## src/rtl/serial_feed_ctrl.sv

```systemverilog
// Serial frame feeder: shifts a WIDTH-bit word MSB-first into a datapath and
// counts the ones returned on B1/B2, which arrive one cycle after I/S.
//
// state | meaning
// IDLE  | ready for a new frame, counts held from the last frame
// SHIFT | driving frame bits on I, S marks the first bit
// FLUSH | one extra cycle to collect the last datapath sample
// DONE  | result valid, waiting for res_ready
module serial_feed_ctrl #(
  parameter int WIDTH = 8
) (
  input  logic             clk,
  input  logic             rst_n,
  input  logic             req_valid,
  output logic             req_ready,
  input  logic [WIDTH-1:0] req_data,
  input  logic             abort,
  output logic             I,
  output logic             S,
  input  logic             B1,
  input  logic             B2,
  output logic             res_valid,
  input  logic             res_ready,
  output logic [3:0]       b1_cnt,
  output logic [3:0]       b2_cnt,
  output logic             busy
);

  typedef enum logic [1:0] {IDLE, SHIFT, FLUSH, DONE} state_t;

  state_t           state_q;
  logic [WIDTH-2:0] shreg_q;
  logic [3:0]       idx_q;
  logic [3:0]       b1_q, b2_q;
  logic             i_q, s_q;

  function automatic logic [3:0] sat_inc(input logic [3:0] v, input logic b);
    return (b && v != 4'hF) ? v + 4'd1 : v;
  endfunction

  always_ff @(posedge clk) begin
    if (!rst_n) begin
      state_q <= IDLE;
      shreg_q <= '0;
      idx_q   <= '0;
      b1_q    <= '0;
      b2_q    <= '0;
      i_q     <= 1'b0;
      s_q     <= 1'b0;
    end else begin
      case (state_q)
        IDLE: begin
          if (req_valid) begin
            state_q <= SHIFT;
            shreg_q <= req_data[WIDTH-2:0];
            i_q     <= req_data[WIDTH-1];
            s_q     <= 1'b1;
            idx_q   <= '0;
            b1_q    <= '0;
            b2_q    <= '0;
          end
        end
        SHIFT: begin
          if (abort) begin
            state_q <= IDLE;
            i_q     <= 1'b0;
            s_q     <= 1'b0;
            b1_q    <= '0;
            b2_q    <= '0;
          end else begin
            s_q <= 1'b0;
            // Cycle 0 has nothing to collect yet: the datapath is one cycle behind.
            if (idx_q != 4'd0) begin
              b1_q <= sat_inc(b1_q, B1);
              b2_q <= sat_inc(b2_q, B2);
            end
            if (idx_q == 4'(WIDTH-1)) begin
              state_q <= FLUSH;
              i_q     <= 1'b0;
            end else begin
              idx_q   <= idx_q + 4'd1;
              i_q     <= shreg_q[WIDTH-2];
              shreg_q <= shreg_q << 1;
            end
          end
        end
        FLUSH: begin
          if (abort) begin
            state_q <= IDLE;
            b1_q    <= '0;
            b2_q    <= '0;
          end else begin
            state_q <= DONE;
            b1_q    <= sat_inc(b1_q, B1);
            b2_q    <= sat_inc(b2_q, B2);
          end
        end
        DONE: begin
          if (res_ready) state_q <= IDLE;
        end
        default: state_q <= IDLE;
      endcase
    end
  end

  assign req_ready = (state_q == IDLE);
  assign busy      = (state_q != IDLE);
  assign res_valid = (state_q == DONE);
  assign I         = i_q;
  assign S         = s_q;
  assign b1_cnt    = b1_q;
  assign b2_cnt    = b2_q;

endmodule

```

## config.mk

```make
export PLATFORM = sky130hd
export DESIGN_NAME = serial_feed_ctrl
export DESIGN_NICKNAME = d
export VERILOG_FILES = /design/src/rtl/serial_feed_ctrl.sv
export SDC_FILE = /design/constraint.sdc
export NUM_CORES = 1
export LEC_CHECK = 0
export CORE_MARGIN = 2
export CORE_UTILIZATION = 35
export CTS_BUF_LIST = sky130_fd_sc_hd__clkbuf_4
export CTS_CLUSTER_DIAMETER = 30
export CTS_CLUSTER_SIZE = 28
export DETAILED_ROUTE_END_ITERATION = 8
export PLACE_DENSITY = 0.64
export SLEW_MARGIN = 25
export SYNTH_ARGS = -nofsm -noshare
export SYNTH_HDL_FRONTEND = slang
export SYNTH_SLANG_ARGS = --single-unit
export TNS_END_PERCENT = 30
```

## constraint.sdc

```tcl
create_clock -name clk -period 2.55 [get_ports clk]
set_clock_uncertainty 0.05 [all_clocks]
set_input_delay 0.51 -clock clk [delete_from_list [all_inputs] [get_ports clk]]
set_output_delay 0.51 -clock clk [all_outputs]
set_load 0.005 [all_outputs]
```

# --- After elaboration in Yosys (flattened, before gate mapping) ---
# Cells that the tools add are included.
# W data, S select, Z words.
totals:
  regBits: 23
  input_bits: 15
  out_inout_bits: 13
  wordCells: 63
classes:
  n_addsub: 3
  n_eq_ne: 12
  mux: 30
  n_reduce_logical: 11
op_table:
  columns: ["op", "n"]
  rows:
  - ["$mux W4", 11]
  - ["$pmux W4 S3", 2]
  - ["$mux W7", 3]
  - ["$pmux W7 S2", 1]
  - ["$add A4 B1 Y4 const B", 3]
  - ["$mux W2", 5]
  - ["$ne A4 B4 Y1 const B", 2]
  - ["$pmux W2 S4", 1]
  - ["$pmux W4 S2", 1]
  - ["$ne A2 B2 Y1 const B", 3]
  - ["$ne A3 B3 Y1 const B", 2]
  - ["$reduce_and A3 Y1", 2]
  - ["$eq A2 B2 Y1 const B", 2]
  - ["$eq A4 B3 Y1 const B", 1]
  - ["$mux W1", 4]
  - ["$pmux W1 S2", 2]
  - ["$reduce_and A4 Y1", 1]
  - ["$reduce_bool A2 Y1", 2]
  - ["$reduce_bool A4 Y1", 1]
  - ["$reduce_bool A3 Y1", 1]
  - ["$eq A2 B1 Y1 const B", 1]
  - ["$logic_and A1 B1 Y1", 2]
  - ["$logic_not A2 Y1", 1]
  - ["$ne A2 B1 Y1 const B", 1]
  - ["$reduce_and A2 Y1", 1]

# --- Longest topological paths before layout ---
logic_depth:
  word_depth: 6
  mapped_depth: 8
  mapped_depth_nobuf: 6

# --- Least setup slack after synthesis ---
# Ideal clock, no wire load.
synth_timing:
  path_type: "register -> register"
  startpoint: "reg state_q[0]"
  endpoint: "reg b1_q[0] (netlist: b1_cnt[0])"
  setup_ns: 0.075
  t_arrival_ns: 1.748
  t_required_ns: 2.425
  slack_ns: 0.677
  stages_incl_launch_ff: 7
  n_path_buf: 0
  synth_period_minus_slack_ns: 1.873
  cell_sequence: "dfxtp_1 -> inv_1 -> ha_1 -> nor2b_1 -> a311o_1 -> or3_1 -> o22ai_1"
synth_between:
  elab_chain_len: 3
  elab_cells_between_ends: 8
  cone_classes: "eq/ne: 4; mux: 1; reduce/logical: 3"
synth_lines:
  columns: ["element", "line", "text"]
  rows:
  - ["start, declared", "31", "state_t state_q;"]
  - ["start signal, assigned", "43", "state_q <= IDLE;"]
  - ["start signal, assigned", "54", "state_q <= SHIFT;"]
  - ["start signal, assigned", "65", "state_q <= IDLE;"]
  - ["$logic_not A2 Y1 (*)", null, null]
  - ["via req_ready", "15", "output logic req_ready,"]
  - ["$ne A2 B2 Y1 (no line) or $reduce_bool A3 Y1 (tied branches)", null, null]
  - ["$reduce_and A3 Y1 (no line)", null, null]
  - ["end signal, assigned", "74", "b1_q <= sat_inc(b1_q, B1);"]
  - ["end signal, assigned", "94", "b1_q <= sat_inc(b1_q, B1);"]
  - ["end, declared", "34", "logic [3:0] b1_q, b2_q;"]
# The timed path passes the listed nets; every way through them passes the cells marked *.
# A chain may end at the register's enable or synchronous reset.

# --- Final worst setup path ---
layout_timing:
  startpoint: "reg state_q[0]"
  endpoint: "out busy"
layout_between:
  elab_chain_len: 1
layout_lines:
  columns: ["element", "line", "text"]
  rows:
  - ["$reduce_bool A2 Y1", "107", "assign busy = (state_q != IDLE);"]
  - ["end, declared", "26", "output logic busy"]
# Every way passes these cells.

==> out/metrics.yaml <==
status: "complete, no violations"
hold_ws_ps: 443
layout.nets: 208
vias_per_cell: 5.36
post-route-util: 0.463
multiInputGateArea_um2: 787
first_pass_iters: 4
postSynthAreaPerCell_um2: 8.65
critical_path_class: "flop to output port"
hold_viol: 0
yosys_warnings: 0
r2r_start: "state_q[0]"
grtUsageTotal: 0.152
cts_tree: "yes"
setup_tns_ps: 0
grt_pass1_wl_mm: 5.23
clockRootBuffer: "clkbuf_4"
vias: 1233
wl_mm: 3.05
ys_async_sr_fraction: 0
ys_ff_latch: 23
drv_cap: 0
cts.sinks: 23
crit_path_frequent_cell: "inv_1"
die_height_um: 65.3
stdcell_area_mm2: 0.00168
min_path_type: "flop to flop"
wl_per_cell_um: 13.2
io_buffers: 27
yosysMostFrequentCell: "dfxtp_1"
routabilityCongestion: 0.735
antenna_left: 0
ff_latch_area_um2: 460
placementRows: 22
critPathBufInv: 3
startpoint: "state_q[0]"
whs_endpoint: "shreg_q[0]"
setup_viol: 0
grt_max_degree: 34
cpPeakStageDelay_ps: 500
rrSetupSlack_ps: 450
worstMarginPinSlew_ps: 367
yosysSeqAreaShare: 0.350
numCtsBuffers: 3
synthToLayoutAreaGrowth_pct: 28.1
p_per_area_mw_per_mm2: 509
grt_pass1_vias: 1156
timing.rr.end: "b2_cnt[0]"
drive_above_1_share: 0.0879
coreArea_mm2: 0.00363
cts_resized: 0
postSynthCellCount: 152
fin_crit_ps: 2360
pin_count: 28
nFillCells: 368
min_from: "shreg_q[0]"
drv_slew: 0
fin_cells: 230
worst_setup_path_end_kind: "output port"
synth_common_cells: "dfxtp_1, nand2_1, nand3_1"
antenna_found_initial: 0
cp.required_ps: 1990
cpLargestDelayFamily: "buffers and inverters"
antenna_cells: 0
dieArea_mm2: 0.00426
synth_enable_flop_cells: 0
worstSkewPairLatency_ps: 320
yosys.area.top_type: "dfxtp_1"
whs_path_depth: 2
r2r_cells: 6
start_util: 0.362
die_w_um: 65.3
maxSlewHeadroom: 0.748
cp_slowest_cell: "clkdlybuf4s50_1"
drtIter0Drc: 114
placed_area_mm2: 0.00166
synth_nets: 177
arrival_ps: 1800
critPathMaxFanout: 6
drcViolationCount: 0
htreeDepth: 1
synth_cell_types: 37
p_leak_nw: 0.713
fin_crit_sh: 0.927
rsz0062_at_grt: "false"
cts.clk_slew.worst_paths_ps: 140
ir_drop_uv: 302
synth_flop_cell: "dfxtp_1"
syn-cell-area_mm2: 0.00132
post-cts-setup-buffers: 0
grt_overflow_total: 0
fmax_ghz: 0.423
holdBufCountCts: 0
path_cells: "inv_1, ha_1, inv_1, clkdlybuf4s50_1"
synth_top_area_share: 0.350
worstSetupStartpointType: "flop"
post-dp-hpwl_mm: 2.27
netlist_top_cells_area: "dfxtp_1, ha_1, mux2i_1"
cts_buffer_depth: 2
place_inst: 226
[final cells by class]
type,instances,share of cell area
tap,48,0.0357
timing repair buffer,33,0.187
multi-input combinational,113,0.467
clock inverter,1,0.00297
clock buffer,3,0.0134
inverter,9,0.0201
sequential,23,0.273
[flip-flops by register name, summed over array words and instances (netlist names)]
register and count:
shreg_q 7, S 1, idx_q 4, b2_cnt 4, state_q 2, b1_cnt 4, I 1
[routing by layer]
layer,GRT usage,wire length [µm],share of wire,vias up
met2,0.281,1530,0.50,29
met1,0.181,1370,0.45,582
li1,-,-,-,620
met4,0.0208,16,0.0053,0
met5,0,0,0,-
met3,0.0394,136,0.045,2
[cells in the final DEF, fill, tap and decap left out, types with 2 or more instances in the layout]
cell / instances
o22ai_1: 7
clkdlybuf4s50_1: 27
nor2b_1: 2
a21boi_0: 2
o21ai_0: 3
ha_1: 10
buf_4: 6
o211a_1: 7
nor2_1: 7
o221a_2: 4
nand4_1: 4
a41oi_1: 2
clkbuf_4: 3
dfxtp_1: 23
inv_1: 8
o31a_1: 2
or3_1: 3
a21oi_1: 5
nand3_1: 13
mux2i_1: 7
nand2_1: 18
nand2b_1: 4
[cell families after synthesis]
group,count (synthesis),synth area share
AOI/OAI and AO/OA,40,0.238
adders and majority gates,10,0.0951
buffers and inverters,16,0.0514
DFF,23,0.350
muxes,7,0.0533
and+or+nand+nor,56,0.212
[stage by stage]
stage               setup slack (ps)  power (mW)
floorplan                        677       0.588
global placement                 407       0.679
detailed placement               358       0.687
CTS                              177       0.861
global route                    83.9       0.912
finish                           186       0.857
[worst reg2reg max path, cell delays in order, from the launching register on]
cell and delay [ps]:
dfxtp_1 450, inv_1 120, ha_1 290, nor2b_1 200, a311o_1 360, or3_1 400
o22ai_1 170
[report_power, final]
part	switching, mW	internal, mW
registers	0.0204	0.391
clock network	0.118	0.0587
logic	0.139	0.131
total	0.277	0.580
[worst max path at each step]
| stage | slack, ps | endpoint | depth (start not counted) |
|---|---|---|---|
| final | 190 | busy | 4 |
| after floorplan | 680 | b1_cnt[0] | 6 |
| after global routing | 80 | busy | 4 |
| after detailed placement | 360 | b1_cnt[0] | 5 |
| after CTS | 180 | busy | 4 |
| after global placement | 410 | b1_cnt[1] | 5 |
(Power assumes the default switching activity.)
